==> config.mk <==
export PLATFORM = sky130hd
export DESIGN_NAME = sprite_collision_detect
export DESIGN_NICKNAME = d
export VERILOG_FILES = /design/src/rtl/sprite_collision_detect.sv
export SDC_FILE = /design/constraint.sdc
export NUM_CORES = 1
export LEC_CHECK = 0
export CAP_MARGIN = 20
export CORE_MARGIN = 2
export CORE_UTILIZATION = 58
export DETAILED_ROUTE_END_ITERATION = 8
export PLACE_DENSITY = 0.82
export RECOVER_POWER = 25
export SYNTH_ARGS = -nofsm -noshare
export SYNTH_HDL_FRONTEND = slang
export SYNTH_SLANG_ARGS = --single-unit
==> constraint.sdc <==
create_clock -name Clk -period 6.65 [get_ports Clk]
set_clock_uncertainty 0.05 [all_clocks]
set_input_delay 1.995 -clock Clk [delete_from_list [all_inputs] [get_ports Clk]]
set_output_delay 1.995 -clock Clk [all_outputs]
set_load 0.02 [all_outputs]
==> src/rtl/sprite_collision_detect.sv <==
// Per-frame wall-pixel probe around the sprite; latches a collision verdict
// and hit count on the vsync fall, ahead of the motion block's vsync rise.
module sprite_collision_detect #(
    parameter logic [11:0] WALL_RGB   = 12'h000,
    parameter logic [7:0]  HIT_THRESH = 8'd1,
    parameter int          PIX_LAT    = 1
) (
    input  logic       Clk,
    input  logic       Reset_n,
    input  logic       vs,
    input  logic       blank,
    input  logic [9:0] DrawX,
    input  logic [9:0] DrawY,
    input  logic [7:0] keycode,
    input  logic [9:0] spriteX,
    input  logic [9:0] spriteY,
    input  logic [9:0] spriteS,
    input  logic [3:0] bg_red,
    input  logic [3:0] bg_green,
    input  logic [3:0] bg_blue,
    output logic       collision,
    output logic [7:0] hit_count
);

    localparam logic [1:0] WAIT_VS_HI = 2'd0;
    localparam logic [1:0] SCAN       = 2'd1;
    localparam logic [1:0] LATCH      = 2'd2;

    logic [1:0] state;
    logic       vs_q;
    logic       rise, fall;
    logic [7:0] counter;
    logic [9:0] snap_x, snap_y, snap_s;
    logic [7:0] snap_key;
    logic [9:0] px, py;
    logic       pb;

    generate
        if (PIX_LAT == 0) begin : g_direct
            assign px = DrawX;
            assign py = DrawY;
            assign pb = blank;
        end else begin : g_delay
            logic [PIX_LAT-1:0][9:0] dx_q;
            logic [PIX_LAT-1:0][9:0] dy_q;
            logic [PIX_LAT-1:0]      b_q;

            always_ff @(posedge Clk or negedge Reset_n) begin
                if (!Reset_n) begin
                    dx_q <= '0;
                    dy_q <= '0;
                    b_q  <= '0;
                end else begin
                    dx_q[0] <= DrawX;
                    dy_q[0] <= DrawY;
                    b_q[0]  <= blank;
                    for (int i = 1; i < PIX_LAT; i++) begin
                        dx_q[i] <= dx_q[i-1];
                        dy_q[i] <= dy_q[i-1];
                        b_q[i]  <= b_q[i-1];
                    end
                end
            end

            assign px = dx_q[PIX_LAT-1];
            assign py = dy_q[PIX_LAT-1];
            assign pb = b_q[PIX_LAT-1];
        end
    endgenerate

    assign rise = vs & ~vs_q;
    assign fall = ~vs & vs_q;

    // 12-bit signed keeps X+S+1 and X-S-1 from wrapping for any 10-bit input
    logic signed [11:0] sx, sy, ss, pxs, pys;
    logic signed [11:0] xl, xh, yl, yh;
    logic               in_reg, wall, hit;

    assign sx  = $signed({2'b00, snap_x});
    assign sy  = $signed({2'b00, snap_y});
    assign ss  = $signed({2'b00, snap_s});
    assign pxs = $signed({2'b00, px});
    assign pys = $signed({2'b00, py});

    always_comb begin
        xl = sx - ss;
        xh = sx + ss;
        yl = sy - ss;
        yh = sy + ss;
        unique case (1'b1)
            (snap_key == 8'h04): begin
                xl = sx - ss - 12'sd1;
                xh = xl;
            end
            (snap_key == 8'h07): begin
                xl = sx + ss + 12'sd1;
                xh = xl;
            end
            (snap_key == 8'h1A): begin
                yl = sy - ss - 12'sd1;
                yh = yl;
            end
            (snap_key == 8'h16): begin
                yl = sy + ss + 12'sd1;
                yh = yl;
            end
            default: ;
        endcase
    end

    assign in_reg = (pxs >= xl) && (pxs <= xh) &&
                    (pys >= yl) && (pys <= yh) &&
                    (px < 10'd640) && (py < 10'd480);
    assign wall   = ({bg_red, bg_green, bg_blue} == WALL_RGB);
    assign hit    = pb & in_reg & wall;

    // vs_q resets high so a vsync already high at release is not a rise
    always_ff @(posedge Clk or negedge Reset_n) begin
        if (!Reset_n) begin
            state     <= WAIT_VS_HI;
            vs_q      <= 1'b1;
            counter   <= '0;
            snap_x    <= '0;
            snap_y    <= '0;
            snap_s    <= '0;
            snap_key  <= '0;
            collision <= 1'b0;
            hit_count <= '0;
        end else begin
            vs_q <= vs;
            case (state)
                WAIT_VS_HI: begin
                    if (rise) begin
                        snap_x   <= spriteX;
                        snap_y   <= spriteY;
                        snap_s   <= spriteS;
                        snap_key <= keycode;
                        counter  <= '0;
                        state    <= SCAN;
                    end
                end
                SCAN: begin
                    if (hit && counter != 8'hFF)
                        counter <= counter + 8'd1;
                    if (fall)
                        state <= LATCH;
                end
                LATCH: begin
                    hit_count <= counter;
                    collision <= (counter >= HIT_THRESH);
                    state     <= WAIT_VS_HI;
                end
                default: state <= WAIT_VS_HI;
            endcase
        end
    end

endmodule

# --- Word-level counts from Yosys, hierarchy flattened ---
# Cells that the tools add are included.
totals:
  out_inout_bits: 9
  reg_bits: 79
  in_bits: 74
  wordCells: 66
classes:
  magnitude_cmp: 7
  n_bitwise: 6
  addsub: 9
  n_mux: 10
  n_eq_ne: 10
  n_reduce_logical: 12
op_table:
  columns: ["operator", "n"]
  rows:
  - ["12-bit case mux with 2 select lines", 4]
  - ["11-bit by 1-bit adder with 12-bit output, second input constant", 2]
  - ["11-bit by 12-bit >= comparator with 1-bit output", 2]
  - ["11-bit by 12-bit <= comparator with 1-bit output", 2]
  - ["11-bit by 2-bit subtractor with 12-bit output, second input constant", 2]
  - ["10-bit by 10-bit adder with 11-bit output", 2]
  - ["10-bit by 10-bit subtractor with 11-bit output", 2]
  - ["8-bit by 3-bit == test with 1-bit output, second input constant", 2]
  - ["8-bit by 5-bit == test with 1-bit output, second input constant", 2]
  - ["8-bit 2-to-1 mux", 2]
  - ["8-bit case mux with 2 select lines", 1]
  - ["12-bit zero test", 1]
  - ["10-bit < comparator, second input constant", 1]
  - ["10-bit by 9-bit < comparator with 1-bit output, second input constant", 1]
  - ["8-bit by 1-bit adder with 8-bit output, second input constant", 1]
  - ["8-bit by 1-bit >= comparator with 1-bit output, second input constant", 1]
  - ["8-bit != test, second input constant", 1]
  - ["1-bit logical AND", 6]
  - ["2-bit != test, second input constant", 3]
  - ["1-bit bitwise AND", 4]
  - ["2-bit 2-to-1 mux", 2]
  - ["2-bit case mux with 2 select lines", 1]
  - ["2-bit AND reduction", 2]
  - ["3-bit AND reduction", 1]
  - ["5 further kinds", 6]

# --- Depth between registers and ports, before layout ---
logic_depth:
  word_depth: 14
  ltp_mapped: 22
  ltp_nobuf: 22

# --- Worst setup path before layout ---
# No wires, ideal clock.
synth_path:
  path_type: "register to register"
  start: "reg snap_s[0]"
  end: "reg counter[3]"
  setup_time_ns: 0.123
  period_less_slack_ns: 5.053
  required_time_ns: 6.477
  path_stages_with_launch: 21
  path_slack_ns: 1.597
  n_path_buf: 0
  t_arrival_ns: 4.879
  cell_sequence: "dfrtp_1 > ha_1 > fa_1 > nand2b_1 > a21oi_1 > xnor2_1 > or4_1 > nor3_1 > xnor2_1 > a21oi_1 > o21ai_0 > nand2_1 > ha_1 > or4_1 > a2111oi_2 > o22ai_1 > a22oi_1 > nand4_1 > nor4_4 > nand4_1 > mux2i_1"
synth_between:
  elab_chain_len: 14
  elab_cells_between_ends: 26
  cone_classes: "8 x add/sub; 4 x order compare; 1 x eq/ne; 4 x mux; 2 x bitwise; 7 x reduce/logical"
synth_lines:
  columns: ["item", "line_no", "source"]
  rows:
  - ["start: declaration", "33", "logic [9:0] snap_x, snap_y, snap_s;"]
  - ["start signal: assignment", "136", "snap_s <= spriteS;"]
  - ["10-bit by 10-bit adder with 11-bit output or 10-bit by 10-bit subtractor with 11-bit output (tied branches)", null, null]
  - ["11-bit by 1-bit adder with 12-bit output or 11-bit by 2-bit subtractor with 12-bit output (tied branches)", "96, 92", null]
  - ["12-bit case mux with 2 select lines", "90", "unique case (1'b1)"]
  - ["11-bit by 12-bit >= comparator with 1-bit output or 11-bit by 12-bit <= comparator with 1-bit output (tied branches)", "111", "assign in_reg = (pxs >= xl) && (pxs <= xh) &&"]
  - ["1-bit logical AND (2 in a row)", "111", null]
  - ["1-bit logical AND * (2 in a row)", "112", "(pys >= yl) && (pys <= yh) &&"]
  - ["1-bit logical AND *", "113", "(px < 10'd640) && (py < 10'd480);"]
  - ["1-bit bitwise AND * (2 in a row)", "115", "assign hit = pb & in_reg & wall;"]
  - ["1-bit logical AND *", "143", "if (hit && counter != 8'hFF)"]
  - ["2-bit != test (no line) *", null, null]
  - ["3-bit AND reduction (no line) *", null, null]
  - ["end signal: assignment", "144", "counter <= counter + 8'd1;"]
  - ["end: declaration", "32", "logic [7:0] counter;"]
# Every way passes the cells marked *; elsewhere a longest branch is shown, timed or not.
# A chain may end at the register's enable or synchronous reset.

# --- Final worst setup path ---
layout_path:
  start: "reg snap_s[0]"
  end: "reg counter[5]"
# The elaborated chain is that of the path after synthesis.

==> impl_metrics.json <==
{
  "status": "complete, but fails checks",
  "violations": "capacitance limit, slew limit",
  "drtIter0Drc": 398,
  "cpPeakStageDelay_ns": 0.63,
  "worst_pin_slew_ns": 3.43,
  "cts_resized": 0,
  "drc": 0,
  "p_comb_frac": 0.682,
  "grt_pass1_vias": 6352,
  "n_fill_cell": 1033,
  "vias": 6727,
  "power.share.clock": 0.153,
  "cp.required_ns": 6.83,
  "slowest_stage": "or4_1",
  "drive_above_1_share": 0.0645,
  "total_power_mw": 3.85,
  "wl_per_cell_um": 16.9,
  "sw_frac_of_total": 0.475,
  "overflow": 0,
  "cp_num_buf_inv": 0,
  "pre_cts_ws_ns": 0.935,
  "synth.area.mux_share": 0.0142,
  "grt_max_degree": 80,
  "grt_use_total": 0.289,
  "register_area_mm2": 0.00198,
  "rsz0062_at_grt": "no",
  "slew_viol_final": 74,
  "core_region_area_mm2": 0.0125,
  "synth_warnings": 0,
  "synthArstFlopShare": 1.00,
  "syn_area_per_cell_um2": 8.40,
  "synthAdderAreaFrac": 0.160,
  "via_per_inst": 6.02,
  "wl_mm": 18.9,
  "cts-root-buf": "clkbuf_16",
  "hold_violations": 0,
  "relSlewSlack": -1.28,
  "grt_pass1_wl_mm": 30.6,
  "place.gp.congestion": 0.961,
  "yosysUniqueCellTypes": 86,
  "cp-start-kind": "register",
  "area_delta_synth_final_pct": 18.0,
  "crit_fanout": 10,
  "diodes": 0,
  "synth-xor-area-share": 0.0622,
  "synth_edf_count": 0,
  "fmax_ghz": 0.169,
  "cts_tree": "done",
  "syn_area_mm2": 0.00731,
  "setup_viol": 0,
  "period_minus_slack_ns": 5.92,
  "antenna_found_initial": 0,
  "num_rows": 41,
  "p_int_mw": 2.02,
  "tns_ns": 0,
  "clk_latency_ns": 0.35,
  "multi_input_area_mm2": 0.00506,
  "synth_nets": 1035,
  "synth-compound-area-share": 0.195,
  "p_leak_nw": 3.79,
  "dr.pass1.iters": 5,
  "clockBufferDepth": 2,
  "seq_area_frac_synth": 0.271,
  "path_delay_family": "simple AND/OR/NAND/NOR gates",
  "ant_nets": 0,
  "synthFlopType": "dfrtp_1",
  "io_buffer_count": 82,
  "hold_class": "register to register",
  "die_y_um": 116,
  "dp_hpwl_mm": 14.6,
  "p_seq_frac": 0.165,
  "switching_power_mw": 1.83,
  "critPathKind": "register to register",
  "synthSimpleGateAreaFrac": 0.261,
  "min_period_over_period": 0.889,
  "instances_no_fill": 1118,
  "worst_slack_ns": 0.735,
  "cts_made_buffers": 9,
  "end_kind": "register",
  "cts_hold_buf": 0,
  "io_pins": 83,
  "cts_setup_buffers": 0,
  "crit_chain": "ha_1 > fa_1 > nand2b_1 > a21oi_1 > xnor2_1 > or4_1 > nor3_1 > xnor2_1 > a21oi_1 > o21ai_0 > nand2_1 > ha_1 > or4_1 > a2111oi_2 > o22ai_1 > a22oi_1 > nand4_1 > nor4_4 > nand4_1 > mux2i_1",
  "hold_slack_ns": 0.424,
  "ir_drop_v": 0.000255,
  "synth_top_family_by_area": "simple AND/OR/NAND/NOR gates",
  "synth-seq-cells": 79,
  "dp_cells": 1101,
  "clk_pin_slew_ns": 0.06,
  "initial_core_util": 0.586,
  "die_area_mm2": 0.0135,
  "cts_max_level": 3,
  "netlist_instances": 870,
  "p_per_area_mw_per_mm2": 447,
  "clock-sinks": 79,
  "drv_cap": 1,
  "critPathArrivalTime_ns": 6.09,
  "final_nets": 1106,
  "die_x_um": 116
}
==> worst register-to-register path: stages (launching register included) <==
cell and delay, ns:
dfrtp_1 0.43, ha_1 0.23, fa_1 0.41, nand2b_1 0.19, a21oi_1 0.17, xnor2_1 0.17
or4_1 0.63, nor3_1 0.25, xnor2_1 0.15, a21oi_1 0.08, o21ai_0 0.15, nand2_1 0.08
ha_1 0.22, or4_1 0.52, a2111oi_2 0.49, o22ai_1 0.18, a22oi_1 0.27, nand4_1 0.20
nor4_4 0.53, nand4_1 0.23, mux2i_1 0.17
==> cells in the final DEF, fill, tap and decap left out, drive strengths merged, types with 6 or more instances in the layout <==
cell / netlist / layout
a211oi: 14 / 14
a21o: 9 / 9
a21oi: 53 / 53
and3: 6 / 6
clkbuf: 20 / 12
clkdlybuf4s50: 0 / 81
dfrtp: 78 / 78
ha: 87 / 87
inv: 39 / 39
mux2i: 7 / 7
nand2: 134 / 134
nand2b: 17 / 17
nand3: 21 / 21
nand4: 14 / 14
nor2: 62 / 62
nor2b: 19 / 19
nor3: 22 / 22
nor3b: 12 / 12
nor4: 14 / 14
nor4b: 7 / 7
o211ai: 8 / 8
o21a: 6 / 6
o21ai: 51 / 51
o22ai: 10 / 10
or3: 13 / 13
xnor2: 38 / 38
xor2: 13 / 13
==> sequential cells by signal (all words and copies together), names as in the netlist <==
name and count:
g_delay.b_q 1, vs_q 1, g_delay.dx_q 10, state 2, snap_x 10, collision 1, g_delay.dy_q 10, snap_y 10
hit_count 8, counter 8, snap_s 10, snap_key 8
==> cells by family after synthesis <==
logic type	Yosys count
mux	10
fa+ha+maj	91
simple gates	365
flops	79
compound gates	207
xor+xnor	51
buf+inv	67
==> stage by stage <==
stage          utilization  instance area [um2]
2_1_floorplan            -                 7310
3_3_place_gp         0.663                 8260
3_5_place_dp         0.663                 8260
4_1_cts              0.691                 8620
5_1_grt              0.692                 8620
6_report             0.692                 8620
==> layout make-up <==
| type | count | area share |
|---|---|---|
| Clock buffer | 11 | 0.0293 |
| Clock inverter | 5 | 0.0120 |
| Inverter | 39 | 0.0170 |
| Multi-Input combinational cell | 724 | 0.587 |
| Sequential cell | 79 | 0.229 |
| Tap cell | 172 | 0.0250 |
| Timing Repair Buffer | 88 | 0.100 |
==> cells in the mapped netlist, drive strengths merged (8+ instances only) <==
cell    count  area (um2)
nand2     134         505
ha         87        1090
dfrtp      78        1950
nor2       62         245
a21oi      53         265
o21ai      51         255
inv        39         146
xnor2      38         340
nor3       22         110
nand3      21         115
clkbuf     20        75.1
nor2b      19         121
nand2b     17         114
a211oi     14         128
nand4      14        87.6
nor4       14         124
or3        13        81.3
xor2       13         114
nor3b      12         100
o22ai      10        62.6
a21o        9        67.6
buf         8        48.8
o211ai      8        70.1
==> path summary, 6_finish.rpt <==
path / startpoint / end / slack, ns / cells past startpoint
min in group asynchronous: Reset_n / g_delay.dx_q[4] / 1.48 / 1
max in group asynchronous: Reset_n / snap_s[7] / 1.22 / 2
setup reg to reg: snap_s[0] / counter[5] / 0.73 / 20
hold reg to reg: snap_key[7] / snap_key[7] / 0.42 / 2
hold / removal: snap_key[7] / snap_key[7] / 0.42 / 2
setup / recovery: snap_s[0] / counter[5] / 0.73 / 20
==> power groups by stage <==
stage	clock, mW	combinational [mW]	sequential, mW
finish	0.589	2.63	0.638
global route	0.618	2.91	0.648
CTS	0.600	2.59	0.637
detailed placement	0	2.56	0.644
global placement	0	2.52	0.641
floorplan	0	2.00	0.626
==> routing by layer <==
layer  track usage  vias to the layer above  share of wire
met3        0.0560                       39          0.060
met5             0                        -              0
met4        0.0960                        0          0.026
met1         0.379                     3169           0.44
li1              -                     3295              -
met2         0.481                      224           0.47
Power figures use the tool's default switching activity.
